[config.mk]
export PLATFORM = sky130hd
export DESIGN_NAME = pipe_skid_stage
export DESIGN_NICKNAME = d
export VERILOG_FILES = /design/src/rtl/pipe_pkg.sv /design/src/rtl/pipe_data_reg.sv /design/src/rtl/pipe_skid_stage.sv
export SDC_FILE = /design/constraint.sdc
export NUM_CORES = 1
export LEC_CHECK = 0
export CORE_MARGIN = 2
export CORE_UTILIZATION = 51
export DETAILED_ROUTE_END_ITERATION = 16
export HOLD_SLACK_MARGIN = 0.15
export PLACE_DENSITY = 0.81
export SYNTH_ARGS = -nofsm -noshare
export SYNTH_HDL_FRONTEND = slang
export SYNTH_HIERARCHICAL = 1
export SYNTH_SLANG_ARGS = --single-unit
[constraint.sdc]
create_clock -name clk -period 4.23 [get_ports clk]
set_input_delay 1.269 -clock clk [delete_from_list [all_inputs] [get_ports clk]]
set_output_delay 1.269 -clock clk [all_outputs]
set_load 0.05 [all_outputs]
[src/rtl/pipe_pkg.sv]
// Shared types and defaults for the pipeline skid stage: FSM encoding,
// default parameter values and the state-to-occupancy mapping.
package pipe_pkg;

    typedef enum logic [1:0] {
        ST_EMPTY = 2'd0,
        ST_FULL  = 2'd1,
        ST_SKID  = 2'd2
    } state_t;

    localparam int DEF_DATA_W          = 32;
    localparam int DEF_CTRL_W          = 8;
    localparam int DEF_FLUSH_ZERO_DATA = 1;

    function automatic logic [1:0] occ_of(input state_t s);
        case (s)
            ST_FULL: occ_of = 2'd1;
            ST_SKID: occ_of = 2'd2;
            default: occ_of = 2'd0;
        endcase
    endfunction

endpackage

[src/rtl/pipe_data_reg.sv]
// Payload register with load, clear of the low-order control bits, and clear of
// the whole payload. Clears take priority over load.
module pipe_data_reg #(
    parameter int DATA_W = 32,
    parameter int CTRL_W = 8
) (
    input  logic              clk,
    input  logic              rst,
    input  logic              load,
    input  logic              clr_ctrl,
    input  logic              clr_all,
    input  logic [DATA_W-1:0] d,
    output logic [DATA_W-1:0] q
);

    // Ones in the control field; all-zero when CTRL_W is 0.
    localparam logic [DATA_W-1:0] CTRL_MASK = ~({DATA_W{1'b1}} << CTRL_W);

    always_ff @(posedge clk) begin
        if (rst)
            q <= '0;
        else if (clr_all)
            q <= '0;
        else if (clr_ctrl)
            q <= q & ~CTRL_MASK;
        else if (load)
            q <= d;
    end

endmodule

[src/rtl/pipe_skid_stage.sv]
// Two-entry skid buffer for a valid/ready pipeline stage with a flush that
// kills held entries; in_ready and out_valid come straight from flops.
//
//   state    | meaning
//   ST_EMPTY | nothing held, occupancy 0
//   ST_FULL  | main valid, occupancy 1
//   ST_SKID  | main and skid valid, occupancy 2, upstream stalled
module pipe_skid_stage
    import pipe_pkg::*;
#(
    parameter int DATA_W          = DEF_DATA_W,
    parameter int CTRL_W          = DEF_CTRL_W,
    parameter int FLUSH_ZERO_DATA = DEF_FLUSH_ZERO_DATA
) (
    input  logic              clk,
    input  logic              rst,
    input  logic              flush,
    input  logic              in_valid,
    output logic              in_ready,
    input  logic [DATA_W-1:0] in_data,
    output logic              out_valid,
    input  logic              out_ready,
    output logic [DATA_W-1:0] out_data,
    output logic [1:0]        occupancy
);

    state_t            state, state_nxt;
    logic              accept, drain;
    logic              main_load, main_from_skid, skid_load;
    logic              in_ready_nxt, out_valid_nxt;
    logic [1:0]        occ_nxt;
    logic [DATA_W-1:0] main_q, skid_q, main_d;
    logic              clr_all;

    assign accept  = in_valid & in_ready;
    assign drain   = out_valid & out_ready;
    assign clr_all = flush & (FLUSH_ZERO_DATA != 0);

    always_ff @(posedge clk) begin
        if (rst) begin
            state     <= ST_EMPTY;
            in_ready  <= 1'b1;
            out_valid <= 1'b0;
            occupancy <= 2'd0;
        end else begin
            state     <= state_nxt;
            in_ready  <= in_ready_nxt;
            out_valid <= out_valid_nxt;
            occupancy <= occ_nxt;
        end
    end

    always_comb begin
        state_nxt = state;
        if (flush)
            state_nxt = ST_EMPTY;
        else begin
            case (state)
                ST_EMPTY: if (accept) state_nxt = ST_FULL;
                ST_FULL: begin
                    if (drain && !accept)
                        state_nxt = ST_EMPTY;
                    else if (accept && !drain)
                        state_nxt = ST_SKID;
                end
                ST_SKID:  if (drain) state_nxt = ST_FULL;
                default:  state_nxt = ST_EMPTY;
            endcase
        end
    end

    always_comb begin
        main_load      = 1'b0;
        main_from_skid = 1'b0;
        skid_load      = 1'b0;
        if (!flush) begin
            case (state)
                ST_EMPTY: main_load = accept;
                ST_FULL: begin
                    main_load = accept & drain;
                    skid_load = accept & ~drain;
                end
                ST_SKID: begin
                    main_load      = drain;
                    main_from_skid = 1'b1;
                end
                default: ;
            endcase
        end
        in_ready_nxt  = (state_nxt != ST_SKID);
        out_valid_nxt = (state_nxt != ST_EMPTY);
        occ_nxt       = occ_of(state_nxt);
    end

    assign main_d   = main_from_skid ? skid_q : in_data;
    assign out_data = main_q;

    pipe_data_reg #(.DATA_W(DATA_W), .CTRL_W(CTRL_W)) u_main (
        .clk      (clk),
        .rst      (rst),
        .load     (main_load),
        .clr_ctrl (flush),
        .clr_all  (clr_all),
        .d        (main_d),
        .q        (main_q)
    );

    pipe_data_reg #(.DATA_W(DATA_W), .CTRL_W(CTRL_W)) u_skid (
        .clk      (clk),
        .rst      (rst),
        .load     (skid_load),
        .clr_ctrl (flush),
        .clr_all  (clr_all),
        .d        (in_data),
        .q        (skid_q)
    );

endmodule

==> summary.md <==
| Metric | Value |
|---|---|
| Slew Viols, Final | 0 |
| Vias per cell | 5.12 |
| Inserted Diodes | 0 |
| Final instance area | 0.00415 mm2 |
| Ys Warns | 6 |
| 1st-pass router iterations | 4 |
| Pwr/cell area | 325 mW/mm2 |
| Drt wl/cell | between 10 and 15 um |
| Synthesized instance count | 334 |
| Worst Hold Launch | u_main/q[30]$_SDFFE_PP0P_ |
| Hold Vio Cnt, Final | 0 |
| Clk pwr share | 39.2% |
| CTS tree | built |
| Seq cells post-synth | 70 |
| Cts-stage hold buffer count | 0 |
| CTS Sinks | 70 |
| CP max FO | 24 |
| Vias in the first global route | 2483 |
| Mean Syn Cell Area | a little under 10 um2 |
| Tot GR Track Use | 19.7% |
| Setup TNS | 0 ns |
| Max Cap Violations | 0 |
| Worst R2R Start | state[0]$_SDFF_PP0_ |
| Worst-margin pin slew | 0.920 ns |
| Antenna Violating Nets Remaining | 0 |
| Netlist Area Pre-Place | around 0.0033 mm2 |
| Run status | complete, no violations |
| CTS clk-pin slew, worst paths | 0.07 ns |
| Critical Path Source | flush |
| Final wirelength | 6680 um |
| Post-synth net total | 371 |
| Sequential Power Share | 49.6% |
| Post-cts gate resize count | 0 |
| CP Class | in -> reg |
| Num CTS Buffers | 9 |
| Hpwl dp | 4440 um |
| H-tree levels | 3 |
| Fmax | a little over 300 MHz |
| Rel. slew slack | 38.7% |
| Die Height | 84.3 um |
| Post-Layout Cell Count | 479 |
| Dpl cell area | 0.00396 mm2 |
| Logic pwr share | 11.2% |
| Fill count | 515 |
| Global-route wire length before repair | 11300 um |
| Final core utilization | 65.7% |
| Post-CTS Setup Inserts | 0 |
| Vias | 2454 |
| Tcrit/Tclk final | 77.4% |
| Tmin final | 3.27 ns |
| Clk_lat worst skew | 0.33 ns |
| RSZ-0062 raised after global routing | false |
| Max Root-Sink Buffers | 2 |
| CTS root buffer | clkbuf_8 |
| Layout Skew | 0.00471 ns |
| CP Data Arrival Time | 3.48 ns |
| Share of post-route cells with drive strength above 1 | 24.6% |
| Hold WC Path Type | reg -> reg |
| Pre-CTS setup slack | between 0.5 and 0.6 ns |
| Worst setup margin | 0.955 ns |
| Initial Util | around 52% |
| Psw | 0.308 mW |
| Port bufs | 72 |
| DIE AREA | roughly 0.007 mm2 |
| Maximum vdd drop | roughly 0.18 mV |
| Iteration-0 DRC Markers | approximately 100 |
| Core area | 0.00631 mm2 |
| Initial antenna violation count | 0 |
| Die Width | 84.3 um |
| Critical Path Start Type | primary input |
| Net Sw Frac | 22.8% |
| Layout net count | around 440 |
| I/O pins | 73 |
| FP Rows | 29 |
| Worst path required time | about 4.4 ns |
| GRT overflow | 0 |
| LEAKAGE | 1.38 nW |
| Final Setup Violations | 0 |
| DP Cell Count | 465 |
| Post-synthesis sequential area ratio | 42.6% |
| Layout area overhead | 26.0% |
| Largest net degree at the start of global routing | 25 |
| Synth cell types | 29 |
| CP endpoint kind | register |
| Int Pwr | ~1.0 mW |
| DRC | 0 |
| Gp weighted congestion | between 0.8 and 0.9 |
## final cells by class
type	count	area [um2]	area share (%)
multi-input combinational	237	1660	40.0
tap	77	96.3	2.32
clock inverter	1	30.0	0.724
timing repair buffer	81	801	19.3
clock buffer	13	159	3.83
sequential	70	1400	33.8
## power groups by stage
stage	Clock (mW)	Sequential, mW	Combinational [mW]
floorplan	0	0.702	0.0759
global placement	0	0.684	0.150
detailed placement	0	0.684	0.151
CTS	0.541	0.669	0.152
global route	0.570	0.670	0.161
finish	0.529	0.669	0.151
## logic make-up after synthesis
kind of cell	synth area share (%)
compound gates	13.6
buf+inv	7.18
flops	42.6
mux	19.2
simple gates	17.4
## worst max-delay path, stage by stage
cell,delay [ns]
clkdlybuf4s50_1,0.71
nor4_2,0.38
buf_4,0.24
nand2b_1,0.51
nand2_1,0.28
a21oi_2,0.07
## per-layer routing
layer  up-vias  track usage, %  part of all wire, %
met5         -               0                    0
met4         0            8.95                  1.4
met3         9            4.23                  5.0
met2        65            33.7                   49
met1      1143            23.7                   45
li1       1237               -                    -
## worst paths after layout
path         slack [ns]  depth (start not counted)                         to
min                0.46                          2  u_main/q[30]$_SDFFE_PP0P_
min reg2reg        0.46                          2  u_main/q[30]$_SDFFE_PP0P_
max reg2reg        2.13                          6  u_skid/q[13]$_SDFFE_PP0P_
max                0.96                          6  u_skid/q[13]$_SDFFE_PP0P_
## layout by cell type, fill, tap and decap left out
cell	Yosys	routed
a21bo_2	1	1
a21oi_1	10	10
a21oi_2	40	40
a22oi_1	1	1
a311oi_1	2	2
and2_1	1	1
and2b_1	2	2
and3b_2	1	1
buf_12	3	1
buf_4	7	8
bufinv_16	0	1
clkbuf_1	4	2
clkbuf_8	0	11
clkdlybuf4s50_1	0	72
dfxtp_1	70	70
mux2_2	2	2
mux2_4	30	30
mux2i_1	16	16
nand2_1	97	97
nand2b_1	2	2
nand4bb_1	1	1
nor2_1	18	18
nor2b_4	2	2
nor4_1	3	2
nor4_2	0	1
o21a_1	1	1
o21ai_0	1	1
or2_1	2	2
or3_1	2	2
or3_2	1	1
or4_1	1	1
## synthesized netlist by cell type
cell       number  area [um2]
a22oi_1         1        7.51
or2_1           2        12.5
or4_1           1        7.51
mux2_2          2        22.5
nor2_1         18        67.6
nand2b_1        2        12.5
nor4_1          3        18.8
and3b_2         1        10.0
nand2_1        97         364
a21oi_2        40         350
nand4bb_1       1        11.3
mux2i_1        16         160
and2b_1         2        15.0
o21ai_0         1        5.00
a21bo_2         1        10.0
and2_1          1        6.26
buf_12          3        60.1
nor2b_4         2        27.5
a21oi_1        10        50.1
or3_1           2        12.5
buf_4           7        52.6
dfxtp_1        70        1400
or3_2           1        7.51
o21a_1          1        7.51
clkbuf_1        4        15.0
buf_2           6        30.0
buf_6           7        78.8
a311oi_1        2        17.5
mux2_4         30         450
## state kept, by name (all words and copies together) (netlist names)
register,flops
u_skid/q,32
u_main/q,32
state,2
out_valid,1
in_ready,1
occupancy,2
## stage by stage
stage               total power, mW  hold WS [ns]
finish                         1.35         0.456
global route                   1.40         0.487
CTS                            1.36         0.459
detailed placement            0.835         0.450
global placement              0.834         0.441
floorplan                     0.778         0.436
No activity file was read; power rests on OpenSTA's default activity.
